**src/rtl/ex_mem_pkg.sv**
```systemverilog
// ex_mem_pkg
// Shared definitions for the EX/MEM pipeline register slice.
//   - DATA_W_DEF / RADDR_W_DEF : default widths of the data words and of the
//                                register-file write address.
//   - ex_mem_bundle_t          : packed EX->MEM payload at the default widths.
//                                The top builds its flat payload vector in the
//                                same field order, so the layout stays valid
//                                for non-default parameter values.
//   - gate_ctrl()              : masks a side-effecting control bit with the
//                                bundle valid bit.
package ex_mem_pkg;

    localparam int DATA_W_DEF  = 16;
    localparam int RADDR_W_DEF = 3;

    typedef struct packed {
        logic [DATA_W_DEF-1:0]  inst;
        logic [DATA_W_DEF-1:0]  res;
        logic [DATA_W_DEF-1:0]  store_data;
        logic                   wr_en;
        logic                   mem_store;
        logic                   wb_mem_select;
        logic [RADDR_W_DEF-1:0] write_addr;
    } ex_mem_bundle_t;

    localparam int BUNDLE_W_DEF = $bits(ex_mem_bundle_t);

    // A stale payload must never cause a register write or a memory store.
    function automatic logic gate_ctrl(input logic valid, input logic ctrl);
        return valid & ctrl;
    endfunction

endpackage

```
**src/rtl/pipe_skid_reg.sv**
```systemverilog
// pipe_skid_reg
// Generic 2-entry skid register (main + skid) with a valid/ready handshake
// on both sides. in_ready is registered and equals "skid slot empty".
// Ordering is strictly FIFO. clr empties both entries on the next edge and
// takes priority over every other event; payload contents are kept.
// Ports:
//   clk, rst                 : clock, asynchronous active-high reset
//   clr                      : synchronous clear of both valid bits
//   in_valid/in_ready/in_data: upstream handshake and payload
//   out_valid/out_ready/out_data : downstream handshake and payload
module pipe_skid_reg #(
    parameter int W = 8
) (
    input  logic         clk,
    input  logic         rst,
    input  logic         clr,
    input  logic         in_valid,
    output logic         in_ready,
    input  logic [W-1:0] in_data,
    output logic         out_valid,
    input  logic         out_ready,
    output logic [W-1:0] out_data
);

    logic         main_valid_r;
    logic         skid_valid_r;
    logic         in_ready_r;
    logic [W-1:0] main_data_r;
    logic [W-1:0] skid_data_r;

    logic         main_valid_s;
    logic         skid_valid_s;
    logic [W-1:0] main_data_s;
    logic [W-1:0] skid_data_s;
    logic         accept_s;
    logic         main_free_s;

    assign accept_s    = in_valid & in_ready_r;
    // Main can take a new entry this edge if it is empty or being drained.
    assign main_free_s = ~main_valid_r | out_ready;

    // Next-state selection for both storage slots.
    always_comb begin
        main_valid_s = main_valid_r;
        skid_valid_s = skid_valid_r;
        main_data_s  = main_data_r;
        skid_data_s  = skid_data_r;
        if (clr) begin
            main_valid_s = 1'b0;
            skid_valid_s = 1'b0;
        end else if (main_free_s) begin
            if (skid_valid_r) begin
                // Older skid entry goes first; in_ready was low so no accept.
                main_data_s  = skid_data_r;
                main_valid_s = 1'b1;
                skid_valid_s = 1'b0;
            end else if (accept_s) begin
                main_data_s  = in_data;
                main_valid_s = 1'b1;
            end else begin
                main_valid_s = 1'b0;
            end
        end else begin
            if (accept_s) begin
                skid_data_s  = in_data;
                skid_valid_s = 1'b1;
            end else begin
                skid_valid_s = skid_valid_r;
            end
        end
    end

    // State registers; in_ready is registered from the next skid occupancy.
    always_ff @(posedge clk or posedge rst) begin
        if (rst) begin
            main_valid_r <= 1'b0;
            skid_valid_r <= 1'b0;
            in_ready_r   <= 1'b1;
            main_data_r  <= {W{1'b0}};
            skid_data_r  <= {W{1'b0}};
        end else begin
            main_valid_r <= main_valid_s;
            skid_valid_r <= skid_valid_s;
            in_ready_r   <= ~skid_valid_s;
            main_data_r  <= main_data_s;
            skid_data_r  <= skid_data_s;
        end
    end

    assign in_ready  = in_ready_r;
    assign out_valid = main_valid_r;
    assign out_data  = main_data_r;

endmodule

```
**src/rtl/ex_mem_skid.sv**
```systemverilog
// ex_mem_skid
// EX/MEM pipeline register with valid/ready handshake, flush and a 2-entry
// skid buffer (registered in_ready). 1-cycle latency, full throughput.
// Optional feature macro: EX_MEM_STALL_CNT_EN adds a 16-bit saturating
// stall_cycles output counting cycles with out_valid & !out_ready
// (cleared only by rst).
// Ports:
//   clk, rst            : clock, asynchronous active-high reset
//   in_valid, in_ready  : EX-side handshake
//   flush               : kill every held bundle and the one offered now
//   inst, res, store_data_in, wr_en, mem_store_in, wb_mem_select_in,
//   write_addr          : EX-side payload
//   out_valid, out_ready: MEM-side handshake
//   *_out               : MEM-side payload; wr_en_out / mem_store_out are
//                         forced low whenever out_valid is low
//   stall_cycles        : (EX_MEM_STALL_CNT_EN only) stall cycle counter
module ex_mem_skid
    import ex_mem_pkg::*;
#(
    parameter int DATA_W  = DATA_W_DEF,
    parameter int RADDR_W = RADDR_W_DEF
) (
    input  logic               clk,
    input  logic               rst,
    input  logic               in_valid,
    output logic               in_ready,
    input  logic               flush,
    input  logic [DATA_W-1:0]  inst,
    input  logic [DATA_W-1:0]  res,
    input  logic [DATA_W-1:0]  store_data_in,
    input  logic               wr_en,
    input  logic               mem_store_in,
    input  logic               wb_mem_select_in,
    input  logic [RADDR_W-1:0] write_addr,
    output logic               out_valid,
    input  logic               out_ready,
    output logic [DATA_W-1:0]  inst_out,
    output logic [DATA_W-1:0]  res_out,
    output logic [DATA_W-1:0]  store_data_out,
    output logic               wr_en_out,
    output logic               mem_store_out,
    output logic               wb_mem_select_out,
    output logic [RADDR_W-1:0] write_addr_out
`ifdef EX_MEM_STALL_CNT_EN
    ,
    output logic [15:0]        stall_cycles
`endif
);

    // Same field order as ex_mem_bundle_t.
    localparam int PAY_W = 3 * DATA_W + 3 + RADDR_W;

    logic [PAY_W-1:0] in_bundle_s;
    logic [PAY_W-1:0] out_bundle_s;
    logic             out_valid_s;
    logic             held_wr_en_s;
    logic             held_mem_store_s;

    assign in_bundle_s = {inst, res, store_data_in, wr_en, mem_store_in,
                          wb_mem_select_in, write_addr};

    // A flush-cycle offer still sees in_ready, so the handshake completes
    // upstream; clr then discards it together with the held entries.
    pipe_skid_reg #(
        .W (PAY_W)
    ) u_skid (
        .clk       (clk),
        .rst       (rst),
        .clr       (flush),
        .in_valid  (in_valid),
        .in_ready  (in_ready),
        .in_data   (in_bundle_s),
        .out_valid (out_valid_s),
        .out_ready (out_ready),
        .out_data  (out_bundle_s)
    );

    assign {inst_out, res_out, store_data_out, held_wr_en_s, held_mem_store_s,
            wb_mem_select_out, write_addr_out} = out_bundle_s;

    assign out_valid     = out_valid_s;
    assign wr_en_out     = gate_ctrl(out_valid_s, held_wr_en_s);
    assign mem_store_out = gate_ctrl(out_valid_s, held_mem_store_s);

`ifdef EX_MEM_STALL_CNT_EN
    logic [15:0] stall_cnt_r;

    // Saturating count of cycles where MEM back-pressures a valid bundle.
    always_ff @(posedge clk or posedge rst) begin
        if (rst) begin
            stall_cnt_r <= 16'h0000;
        end else if (out_valid_s && !out_ready && (stall_cnt_r != 16'hFFFF)) begin
            stall_cnt_r <= stall_cnt_r + 16'h0001;
        end else begin
            stall_cnt_r <= stall_cnt_r;
        end
    end

    assign stall_cycles = stall_cnt_r;
`endif

endmodule

```
**config.mk**
```make
export PLATFORM = sky130hd
export DESIGN_NAME = ex_mem_skid
export DESIGN_NICKNAME = d
export VERILOG_FILES = /design/src/rtl/ex_mem_pkg.sv /design/src/rtl/pipe_skid_reg.sv /design/src/rtl/ex_mem_skid.sv
export SDC_FILE = /design/constraint.sdc
export NUM_CORES = 1
export LEC_CHECK = 0
export ABC_AREA = 1
export BUFFER_PORTS_ARGS = -buffer_cell sky130_fd_sc_hd__buf_4
export CAP_MARGIN = 15
export CORE_MARGIN = 10
export CORE_UTILIZATION = 30
export DETAILED_ROUTE_END_ITERATION = 7
export PLACE_DENSITY = 0.45
export SYNTH_ARGS = -nofsm -noshare
export SYNTH_HDL_FRONTEND = slang
export SYNTH_SLANG_ARGS = --single-unit
```
**constraint.sdc**
```tcl
create_clock -name clk -period 7.8 [get_ports clk]
set_input_delay 0.39 -clock clk [delete_from_list [all_inputs] [get_ports clk]]
set_output_delay 0.39 -clock clk [all_outputs]
set_load 0.01 [all_outputs]
```
-- After elaboration in Yosys (flattened, before gate mapping)
Cells that the tools add are included.
- flip-flop bits (word level): 111
- bits of input ports: 59
- output and inout bits: 56
- word-level logic and storage cells: 26
- multiplexer cells: 9
- bitwise operators: 8
- reductions and logical operators: 4
- operators by type and width (cell ; count):
    two-way mux 54 bit ; 2
    two-way mux 1 bit ; 7
    AND reduction 3 bit ; 2
    inverter 1 bit ; 4
    nonzero test 2 bit ; 2
    AND 1 bit ; 3
    bitwise OR 1 bit ; 1

-- Depth between registers and ports, before layout
Gate-level depths: netlist of the first run.
- depth in word-level cells: 5
- gate-level depth with buffers: 7
- gate-level depth less buffers: 5

-- Cells and area by module
From an unflattened synthesis of the first run, not the netlist that was laid out.
- cell total of the unflattened synthesis: 660
- area total of the unflattened synthesis: 5062.4 um^2
- modules (own cells, without submodules) (module ; times used ; cells each ; area an instance (um^2) ; sequential area each (um^2)):
    pipe_skid_reg ; 1 ; 656 ; 5047.3 ; 2778.9
    ex_mem_skid ; 1 ; 4 ; 15.0 ; 0.0

-- Worst setup path before layout of the first run
Ideal clock, no wire load.
- path type: reg-to-reg
- start: register u_skid.in_ready_r, in the netlist u_skid.in_ready
- end: register u_skid.skid_data_r[0]
- setup time: 0.117 ns
- arrival: 1.206 ns
- required time: 7.683 ns
- slack: 6.477 ns
- stages on the path, launching flop included: 7
- path buffers: 1
- clock period less this slack: 1.323 ns
- cell sequence: dfstp_2 nand2_1 inv_2 nand3_2 clkbuf_1 nand2_1 nand2_1
- cells in the longest elaborated chain, start to end: 2
- RTL lines (element ; line ; text):
    start: declaration ; pipe_skid_reg.sv:27 ; logic in_ready_r;
    start signal: assignment ; pipe_skid_reg.sv:84 ; in_ready_r <= ~skid_valid_s;
    AND 1 bit ; pipe_skid_reg.sv:38 ; assign accept_s = in_valid & in_ready_r;
    AND reduction 3 bit (no line) ; - ;
    end signal: assignment ; pipe_skid_reg.sv:80 ; skid_data_r <= {W{1'b0}};
    end signal: assignment ; pipe_skid_reg.sv:86 ; skid_data_r <= skid_data_s;
    end: declaration ; pipe_skid_reg.sv:29 ; logic [W-1:0] skid_data_r;
Every way passes these cells.
A chain may end at the register's enable or synchronous reset.

-- Worst setup path in the final report of the first run
- start: register u_skid.skid_valid_r
- end: register u_skid.main_data_r[21], in the netlist u_skid.out_data[21]
- cells in the longest elaborated chain, start to end: 2
- elaborated cells on any way between the ends: 3
- classes of those cells: mux: 1; reduce/logical: 2
- RTL lines (element ; line ; text):
    start: declaration ; pipe_skid_reg.sv:26 ; logic skid_valid_r;
    start signal: assignment ; pipe_skid_reg.sv:83 ; skid_valid_r <= skid_valid_s;
    nonzero test 2 bit (no line) ; - ;
    AND reduction 3 bit (no line) ; - ;
    end signal: assignment ; pipe_skid_reg.sv:79 ; main_data_r <= {W{1'b0}};
    end signal: assignment ; pipe_skid_reg.sv:85 ; main_data_r <= main_data_s;
    end: declaration ; pipe_skid_reg.sv:28 ; logic [W-1:0] main_data_r;
Parallel ways exist; a longest one is shown, timed or not.

==> results by group, run 1 <==
STA
  – Final Setup Violations: 0
  – Slew at the pin with the worst max-slew slack: 1072 ps
  – F_max: between 200 and 300 MHz
  – Final period util: 44.36%
  – Slew margin rel.: between 20% and 30%
  – Slew Limit Fails: 0
  – Final worst path period need: 3460 ps
  – Final hold vios: 0
  – Clock Skews: about 3.9 ps
  – Hold WS: 145.9 ps
  – TNS Setup: 0 ps
  – Unrepaired setup endpoints after global routing: no

Layout
  – Final Cell Area: between 6000 and 7000 um^2
  – Area added between synthesis and finish: 16.16%
  – Area occupied by multi-input gates: 2041 um^2
  – Share of cells above drive strength 1: 19.10%
  – Fill cells: between 1500 and 2000
  – # diodes: 0
  – Layout Cells excl Fill: about 980
  – Register area: roughly 2800 um^2
  – Layout Nets: 808

Logic synthesis
  – Cell Area, Synth: 5450 um^2
  – Sequential area share after synthesis: 50.99%
  – Syn Nets: 770
  – Avg Synthesized Cell Area: roughly 7.7 um^2
  – Synthesis-stage register bit count: about 110
  – Synth Instances: around 700
  – Synth Warn #: 0
  – Synth unique cells: 15

GRT
  – First-pass GRT wire length: 24480 um
  – Met2 Use GR: 19.91%
  – Antenna violations before repair: 0
  – Vias in the first global route: approximately 4600
  – GRT met3 Usage: approximately 2.6%
  – GRT overflow: 0
  – M1 GR Usage: 16.51%
  – Layer carrying the most global-route usage: met2
  – Largest net degree at the start of global routing: 58
  – Gr usage total: around an eighth

Pwr
  – Pwr per Cell Area: roughly 240 nW/um^2
  – Internal: roughly 1.1 mW
  – Leak: roughly 3.5 nW
  – Reg power frac: 50.6%
  – Comb pwr share: 20.4%
  – Psw: ~0.45 mW
  – Switching portion of total power: between 20 and 30%
  – Worst vdd ir: slightly above 100 uV
  – Clock power share: 29.0%

CTS
  – Clock tree root buffer cell: clkbuf_16
  – Clock transition at path regs: about 70 ps
  – Worst-skew pair later-pin latency: 350 ps
  – Max Root-Sink Buffers: 2
  – CTS tree: built
  – Post-CTS Resized: 0
  – Clk sink count: approximately 110
  – Inserted Clock Buffers: 9
  – # Post-CTS Setup Buffers: 0
  – H-tree depth: 3
  – CTS Hold Bufs: 0

Routing
  – Pre-Repair DR Iteration Count: 7
  – Detailed Route Iter0 Violations: about 400
  – Routed Wire Length: between 15000 and 20000 um
  – Via-per-instance ratio: 4.565
  – Drt drc: 0
  – Detailed-route via count: 4487
  – DRT antenna net count: 0
  – Routed len/inst: around 15 um

Placed design
  – Placed Area: 6040 um^2
  – IO buf count: approximately 110
  – Inst Count DP: around 970
  – Detail Placement HPWL: about 9700 um
  – RD Place Congestion: around 0.77

Floorplan
  – Die Width: 154.8 um
  – Std cell rows: between 40 and 50
  – Core ar.: between 15000 and 20000 um^2
  – I/O Pins: 115
  – Initial Utilization: a little under a third
  – Die height: 154.8 um
  – Die Area: ~24000 um^2

Setup path
  – Critical Path End Type: flop
  – CP startpoint kind: flop
  – CP required: approximately 8000 ps
  – CP Class: flop to flop
  – CP max FO: 56
  – Critical path data arrival time: roughly 3700 ps

Status
  – Status: finished clean

Min path
  – Hold crit path type: input pin to async pin

Job
  – Max Cap Violations: 0
[worst max-delay path, stage by stage (launching register included)]
cell and delay, ps:
dfrtp_2 1060, inv_4 490, nand2_2 170, buf_4 520
nand3_2 570, buf_12 370, nand2_1 80, nand2_1 40
[worst paths after layout]
check                                       start                      to  slack [ps]  depth (start not counted)
setup / recovery              u_skid.skid_valid_r     u_skid.out_data[21]        4340                          7
hold / removal                                rst     u_skid.out_data[13]         150                          2
max in group asynchronous                     rst     u_skid.out_data[50]        6460                          3
hold reg to reg            u_skid.skid_data_r[23]  u_skid.skid_data_r[23]         470                          2
setup reg to reg              u_skid.skid_valid_r     u_skid.out_data[21]        4340                          7
min in group clk                         inst[14]  u_skid.skid_data_r[52]         280                          3
[cell type report]
| class | count | area share (%) |
|---|---|---|
| inverters | 9 | 0.6126 |
| clock buffers | 16 | 4.289 |
| multi-input cells | 498 | 32.23 |
| repair buffers | 120 | 14.43 |
| flip-flops and latches | 111 | 43.91 |
| well taps | 229 | 4.526 |
[flip-flops by register name, indices dropped and copies added (netlist names)]
register / cells
u_skid.in_ready: 1
u_skid.out_data: 54
u_skid.out_valid: 1
u_skid.skid_data_r: 54
u_skid.skid_valid_r: 1
[logic make-up (layout without fill, tap and decap cells)]
| group | count (synthesis) | count (layout) | synth area share, % |
|---|---|---|---|
| and+or+nand+nor | 496 | 496 | 37.01 |
| DFF | 111 | 111 | 50.99 |
| buffers and inverters | 102 | 145 | 11.75 |
| AOI/OAI and AO/OA | 2 | 2 | 0.2525 |
[cell usage after synthesis]
cell	n	area, um^2
clkbuf_1	15	56.30
dfrtp_1	110	2753
dfstp_2	1	26.28
a21oi_2	1	8.760
o21ai_0	1	5.000
nor2_1	1	3.750
inv_2	4	15.01
inv_1	4	15.01
nand3_1	108	540.5
inv_4	1	6.260
nand3_2	2	20.02
buf_4	63	473.0
nand2_1	384	1441
buf_2	15	75.07
nor2_4	1	11.26
[routing by layer]
metal,share of wire (%),vias up,wire [um]
met3,4.6,14,697
met4,1.7,0,254
met5,0,-,0
li1,-,2237,-
met1,48,2123,7174
met2,46,113,6929
[cell usage in the layout, fill, tap and decap left out]
master and n:
a21oi_4 1, buf_12 1, buf_4 119, clkbuf_1 5
clkbuf_16 9, clkbuf_8 2, dfrtp_1 109, dfrtp_2 1
dfstp_2 1, inv_1 3, inv_2 4, inv_4 2
nand2_1 383, nand2_2 1, nand3_1 108, nand3_2 2
nor2_1 1, nor2_4 1, o21ai_0 1
[stage by stage]
step                power [mW]  utilization (%)  setup WS, ps
finish                   1.521            35.36          4340
global route             1.624            35.36          3975
global placement         1.090            33.74          3935
floorplan                1.000                -          4481
CTS                      1.542            35.25          3843
detailed placement       1.099            33.74          3857
[power groups by stage]
stage	sequential, mW	combinational, mW	clock [mW]
after floorplan	0.757	0.243	0
after CTS	0.770	0.320	0.453
after global placement	0.778	0.311	0
final	0.769	0.311	0.442
after detailed placement	0.779	0.320	0
after global routing	0.785	0.360	0.479
Power figures use the tool's default switching activity.
==> run 2, diff against run 1 <==
--- a/config.mk
+++ b/config.mk
@@ -5,13 +5,13 @@
 export SDC_FILE = /design/constraint.sdc
 export NUM_CORES = 1
 export LEC_CHECK = 0
-export ABC_AREA = 1
+export ABC_AREA = 0
 export BUFFER_PORTS_ARGS = -buffer_cell sky130_fd_sc_hd__buf_4
 export CAP_MARGIN = 15
 export CORE_MARGIN = 10
 export CORE_UTILIZATION = 30
 export DETAILED_ROUTE_END_ITERATION = 7
-export PLACE_DENSITY = 0.45
+export PLACE_DENSITY = 0.47
 export SYNTH_ARGS = -nofsm -noshare
 export SYNTH_HDL_FRONTEND = slang
 export SYNTH_SLANG_ARGS = --single-unit
==> constraint.sdc (replaced) <==
create_clock -name clk -period 3 [get_ports clk]
set_input_delay 0.15 -clock clk [delete_from_list [all_inputs] [get_ports clk]]
set_output_delay 0.15 -clock clk [all_outputs]
set_load 0.01 [all_outputs]
==> run 2 against run 1 <==
  * Flip-flop and latch count unchanged
  * Critical path depth decreased by 3
  * First-iteration DRC count is 71% lower
  * Highest routed layer unchanged
  * Largest cell class unchanged
  * Sequential share of layout area increased by 0.58 points
  * Non-clock buffer count up 1
  * Critical path type unchanged
==> results by group, run 2 <==
Setup path
  – Worst R2R Path Depth: 4
  – CP Class: flop to flop
  – Critical Path End Type: flop
  – Worst reg-to-reg setup slack: 940 ps
  – CP max stage cell: nor2_8
  – FF-to-FF Start: u_skid.out_valid
  – CP required: 3230 ps
  – Critical path data arrival time: 2290 ps
  – Worst reg2reg path endpoint: u_skid.skid_data_r[23]
  – Worst path max stage delay: 470 ps
  – CP startpoint kind: flop
  – Worst-path cell chain: or3b_4 > nor2_8 > buf_12 > mux2_2
  – CP max FO: 28

Placed design
  – RD Place Congestion: slightly below 0.7
  – Placed Area: roughly 5900 um^2
  – Detail Placement HPWL: between 7000 and 8000 um
  – IO buf count: about 110

GRT
  – GRT overflow: 0
  – First-pass GRT wire length: around 18000 um
  – Antenna violations before repair: 0
  – Largest net degree at the start of global routing: 58
  – Met2 Use GR: between 10 and 15%
  – Gr usage total: approximately a tenth
  – Layer carrying the most global-route usage: met2
  – M1 GR Usage: 12.23%
  – Vias in the first global route: about 3200
  – GRT met3 Usage: under 10%

Floorplan
  – I/O Pins: 115
  – Die Area: 23090 um^2
  – Die Width: 152.0 um
  – Initial Utilization: between 30% and 40%
  – Core ar.: approximately 17000 um^2
  – Std cell rows: 48
  – Die height: 152.0 um

Logic synthesis
  – Multiplexer share of the synthesized area: 34.92%
  – Post-synth top cells: mux2_2, dfrtp_1, buf_4
  – Largest family of logic cells by synthesized area: multiplexers
  – Most used DFF post-synth: dfrtp_1
  – Synth Area in Simple Gates: under 10%
  – Sequential area share after synthesis: about 53%
  – Synthesis-stage register bit count: roughly 110
  – Async S/R FF share, synth: 100.0%
  – Top post-synthesis cells by area: dfrtp_1, mux2_2, buf_4
  – Post-synth top area cell: dfrtp_1
  – Cell Area, Synth: between 5000 and 6000 um^2
  – Most frequent cell after synthesis: mux2_2
  – Share of the synthesized area in the top cell type: 52.69%
  – Synth Warn #: 0
  – Syn Nets: a little over 400
  – Post-synth EDFFs: 0
  – Synth Instances: ~350
  – Post-synthesis adder-cell area fraction: 0%
  – Compound-gate portion of the synthesized area: less than 1%
  – Avg Synthesized Cell Area: around 15 um^2
  – Post-Synth XOR/XNOR Area: 0%
  – Synth unique cells: 17

Min path
  – Hold crit path type: input pin to flop
  – Hold Path End: u_skid.skid_data_r[20]
  – Origin of the worst min-delay path: store_data_in[14]
  – Min-Delay Path Depth: 2

Routing
  – DRT antenna net count: 0
  – Via-per-instance ratio: ~4.4
  – Routed len/inst: 16.59 um
  – Routed Wire Length: 10750 um
  – Detailed Route Iter0 Violations: 120
  – Pre-Repair DR Iteration Count: 4
  – Detailed-route via count: between 2000 and 3000
  – Drt drc: 0

STA
  – Final hold vios: 0
  – Slew at the pin with the worst max-slew slack: just under 800 ps
  – Slew margin rel.: 48.00%
  – Final period util: 68.60%
  – F_max: about 500 MHz
  – Final Setup Violations: 0
  – Hold WS: ~30 ps
  – Slew Limit Fails: 0
  – Final worst path period need: just over 2000 ps
  – Unrepaired setup endpoints after global routing: no
  – Clock Skews: just over 6 ps
  – TNS Setup: 0 ps

Pwr
  – Pwr per Cell Area: approximately 680 nW/um^2
  – Leak: between 2 and 3 nW
  – Worst vdd ir: about 290 uV
  – Final Total Pwr: 4.218 mW

Layout
  – Area occupied by multi-input gates: about 1900 um^2
  – Register area: around 2800 um^2
  – Most common cell after layout, fill and taps aside: mux2_2
  – Layout Nets: 477
  – Final Util: 36.38%
  – # diodes: 0
  – Fill cells: 1725
  – Final Cell Area: between 6000 and 7000 um^2
  – Share of cells above drive strength 1: between 60% and 70%
  – Area added between synthesis and finish: 19.62%
  – Commonest cells after routing, fill and taps aside: mux2_2, buf_4, dfrtp_1

CTS
  – Max Root-Sink Buffers: 2
  – Post-CTS Resized: 0
  – Clock tree root buffer cell: clkbuf_16
  – Inserted Clock Buffers: 9
  – Clock transition at path regs: about 70 ps
  – H-tree depth: 3
  – CTS tree: built
  – Clk sink count: between 100 and 150
  – # Post-CTS Setup Buffers: 0
  – Worst-skew pair later-pin latency: roughly 350 ps

Job
  – Max Cap Violations: 0

Status
  – Status: finished clean
==> run 2: cell families after synthesis <==
| group | count (synthesis) |
|---|---|
| simple gates | 10 |
| flops | 111 |
| mux | 162 |
| compound gates | 1 |
| buf+inv | 69 |
==> run 2: how the worst max path moves through the flow <==
stage,startpoint,end,slack [ps],cells after the start
floorplan,u_skid.in_ready,u_skid.out_data[46],1360,4
global placement,u_skid.out_valid,u_skid.skid_data_r[23],970,4
detailed placement,u_skid.out_valid,u_skid.skid_data_r[51],910,4
CTS,u_skid.out_valid,u_skid.skid_data_r[51],910,4
global route,u_skid.out_valid,u_skid.skid_data_r[25],830,4
finish,u_skid.out_valid,u_skid.skid_data_r[23],940,4
==> run 2: final cells by class <==
cell class	instances	share of cell area, %
repair buffers	121	14.98
inverters	2	0.1802
well taps	225	4.505
multi-input cells	173	30.66
flip-flops and latches	111	44.49
clock inverters	5	1.302
clock buffers	11	3.885
==> run 2: repair_timing <==
| item | CTS | global route |
|---|---|---|
| endpoints found under the hold margin | 18 | 0 |
| endpoints found under the setup margin | 0 | 0 |
| hold buffers | 1 | 0 |
==> run 2: worst max-delay path: cells and delay by family, from the launching register on <==
kind	cells	cell delay (ps)
buf+inv	1	270
flops	1	390
mux	1	360
simple gates	2	910
==> run 2: where the power goes <==
group          internal, mW  switching (mW)  total [mW]
logic                 0.552           0.323       0.875
clock network         0.756           0.543        1.30
registers              1.86           0.183        2.05
==> run 2: metrics by stage <==
stage                     worst slack, ps  cells
after floorplan                      1356    353
after global placement              971.9    631
after detailed placement            914.1    631
after CTS                           907.7    648
after global routing                827.9    648
final                               941.9    648
==> run 2: metal layers <==
layer  routed length (um)  vias to the layer above  share of wire (%)
li1                     -                     1314                  -
met1                 5180                     1436                 48
met2                 4723                       75                 44
met3                  729                        8                6.8
met4                  118                        0                1.1
met5                    0                        -                  0
==> run 3, diff against run 2 <==
--- a/config.mk
+++ b/config.mk
@@ -11,7 +11,7 @@
 export CORE_MARGIN = 10
 export CORE_UTILIZATION = 30
 export DETAILED_ROUTE_END_ITERATION = 7
-export PLACE_DENSITY = 0.47
+export PLACE_DENSITY = 0.45
 export SYNTH_ARGS = -nofsm -noshare
 export SYNTH_HDL_FRONTEND = slang
 export SYNTH_SLANG_ARGS = --single-unit
==> constraint.sdc (replaced) <==
create_clock -name clk -period 1.9 [get_ports clk]
set_input_delay 0.095 -clock clk [delete_from_list [all_inputs] [get_ports clk]]
set_output_delay 0.095 -clock clk [all_outputs]
set_load 0.01 [all_outputs]
==> run 3 against run 2 <==
  * Flip-flop and latch count unchanged
  * Clock power is 49% higher
  * Critical endpoint is now u_skid.skid_data_r[15]
  * Worst hold slack better by 9.5 ps
==> results by group, run 3 (synthesized netlist as in run 2, its figures left out) <==
Status
  – Status: finished clean

CTS
  – Post-CTS Resized: 0
  – Worst-skew pair later-pin latency: between 300 and 400 ps
  – Inserted Clock Buffers: 9
  – H-tree depth: 3
  – Clock transition at path regs: approximately 70 ps
  – Clk sink count: 111
  – Max Root-Sink Buffers: 2
  – Clock tree root buffer cell: clkbuf_16
  – CTS tree: built

STA
  – Clock Skews: roughly 4.5 ps
  – Final hold vios: 0
  – Slew margin rel.: a little under three fifths
  – Slew at the pin with the worst max-slew slack: roughly 650 ps
  – Final Setup Violations: 0
  – Final worst path period need: between 1500 and 2000 ps
  – TNS Setup: 0 ps
  – Final period util: between 80% and 90%
  – Slew Limit Fails: 0
  – Unrepaired setup endpoints after global routing: no
  – Worst Setup Slack, final: 202.7 ps
  – F_max: 589.2 MHz

Layout
  – Area occupied by multi-input gates: 1916 um^2
  – Area added between synthesis and finish: 31.16%
  – Fill cells: 1678
  – Layout Nets: around 540
  – Final Cell Area: 6852 um^2
  – Register area: roughly 2800 um^2
  – Most common cell after layout, fill and taps aside: mux2_2
  – Final Util: 39.89%
  – Share of cells above drive strength 1: around 62%
  – # diodes: 0
  – Commonest cells after routing, fill and taps aside: mux2_2, buf_4, dfrtp_1

Floorplan
  – I/O Pins: between 100 and 150
  – Die height: 152.0 um
  – Die Width: roughly 150 um
  – Core ar.: roughly 17000 um^2
  – Std cell rows: between 40 and 50
  – Die Area: 23090 um^2
  – Initial Utilization: a little under a third

GRT
  – Gr usage total: 10.09%
  – Largest net degree at the start of global routing: 47
  – GRT overflow: 0
  – Vias in the first global route: around 3500
  – Antenna violations before repair: 0
  – First-pass GRT wire length: between 15000 and 20000 um

Setup path
  – Critical path data arrival time: 1930 ps
  – Worst path max stage delay: ~420 ps
  – Worst reg-to-reg setup slack: slightly above 200 ps
  – CP max FO: 17
  – CP required: between 2000 and 2500 ps
  – CP max stage cell: or3b_4
  – Worst-path cell chain: or3b_4 > nor2_8 > buf_4 > mux2_2
  – Critical Path End Type: flop
  – CP startpoint kind: flop
  – CP Class: flop to flop

Job
  – Max Cap Violations: 0

Routing
  – Via-per-instance ratio: about 4.4
  – Routed Wire Length: 11500 um
  – DRT antenna net count: 0
  – Routed len/inst: roughly 16 um
  – Pre-Repair DR Iteration Count: 4
  – Drt drc: 0
  – Detailed Route Iter0 Violations: slightly above 100
  – Detailed-route via count: between 3000 and 4000

Placed design
  – DP Worst Slack: about 190 ps
  – Placed Area: ~6000 um^2
  – RD Place Congestion: approximately 0.67
  – IO buf count: approximately 110
  – Detail Placement HPWL: between 7000 and 8000 um

Pwr
  – Leak: approximately 3.0 nW
  – Pwr per Cell Area: between 900 and 1000 nW/um^2
  – Worst vdd ir: approximately 400 uV

Min path
  – Hold crit path type: input pin to flop
## run 3: changes by cell type in the layout (fill, tap and decap cells not counted), sizes merged
cell         delta
buf             +5
bufinv          -1
clkbuf          +1
clkinv          -1
dlygate4sd3    +54
## run 3: per-layer routing
| metal | share of wire (%) | track usage [%] | wire length (um) |
|---|---|---|---|
| met2 | 46 | 15.22 | 5288 |
| met1 | 47 | 13.14 | 5374 |
| met3 | 5.6 | 3.020 | 644 |
| met5 | 0 | 0 | 0 |
| met4 | 1.6 | 4.264 | 189 |
## run 3: layout make-up
cell class / count / area share, %
repair buffers: 180 / 22.83
clock inverters: 3 / 0.6209
inverters: 2 / 0.1644
multi-input cells: 173 / 27.96
flip-flops and latches: 111 / 40.58
clock buffers: 12 / 3.744
well taps: 225 / 4.109
## run 3: worst paths after layout
check,endpoint,cells after the start,from
min in group asynchronous,u_skid.out_data[16],3,rst
hold reg to reg,u_skid.skid_data_r[22],1,u_skid.skid_data_r[22]
max in group asynchronous,u_skid.out_data[20],4,rst
hold / removal,u_skid.out_valid,3,flush
setup reg to reg,u_skid.skid_data_r[15],4,u_skid.out_valid
setup / recovery,u_skid.skid_data_r[15],4,u_skid.out_valid
## run 3: critical path: cells and delay by family (launching register included)
family | cells | cell delay (ps)
buf+inv | 1 | 280
flops | 1 | 350
mux | 1 | 370
simple gates | 2 | 570
## run 3: report_power, final
| part | leakage [nW] | internal (mW) | switching, mW |
|---|---|---|---|
| combinational | 1.53 | 0.961 | 0.541 |
| clock | 0.145 | 1.09 | 0.853 |
| sequential | 1.33 | 2.94 | 0.289 |
## run 3: per-stage QoR
step,total power [mW],hold WS [ps],std cells
after floorplan,4.321,229.7,353
after global routing,7.081,92.19,706
final,6.672,39.40,706
after global placement,4.668,224.0,636
after CTS,6.802,24.32,706
after detailed placement,4.727,218.8,636
## run 3: what timing repair did
| item | CTS | global route |
|---|---|---|
| setup buffers | 0 | 0 |
| endpoints found under the hold margin | 77 | 0 |
| hold buffers | 55 | 0 |
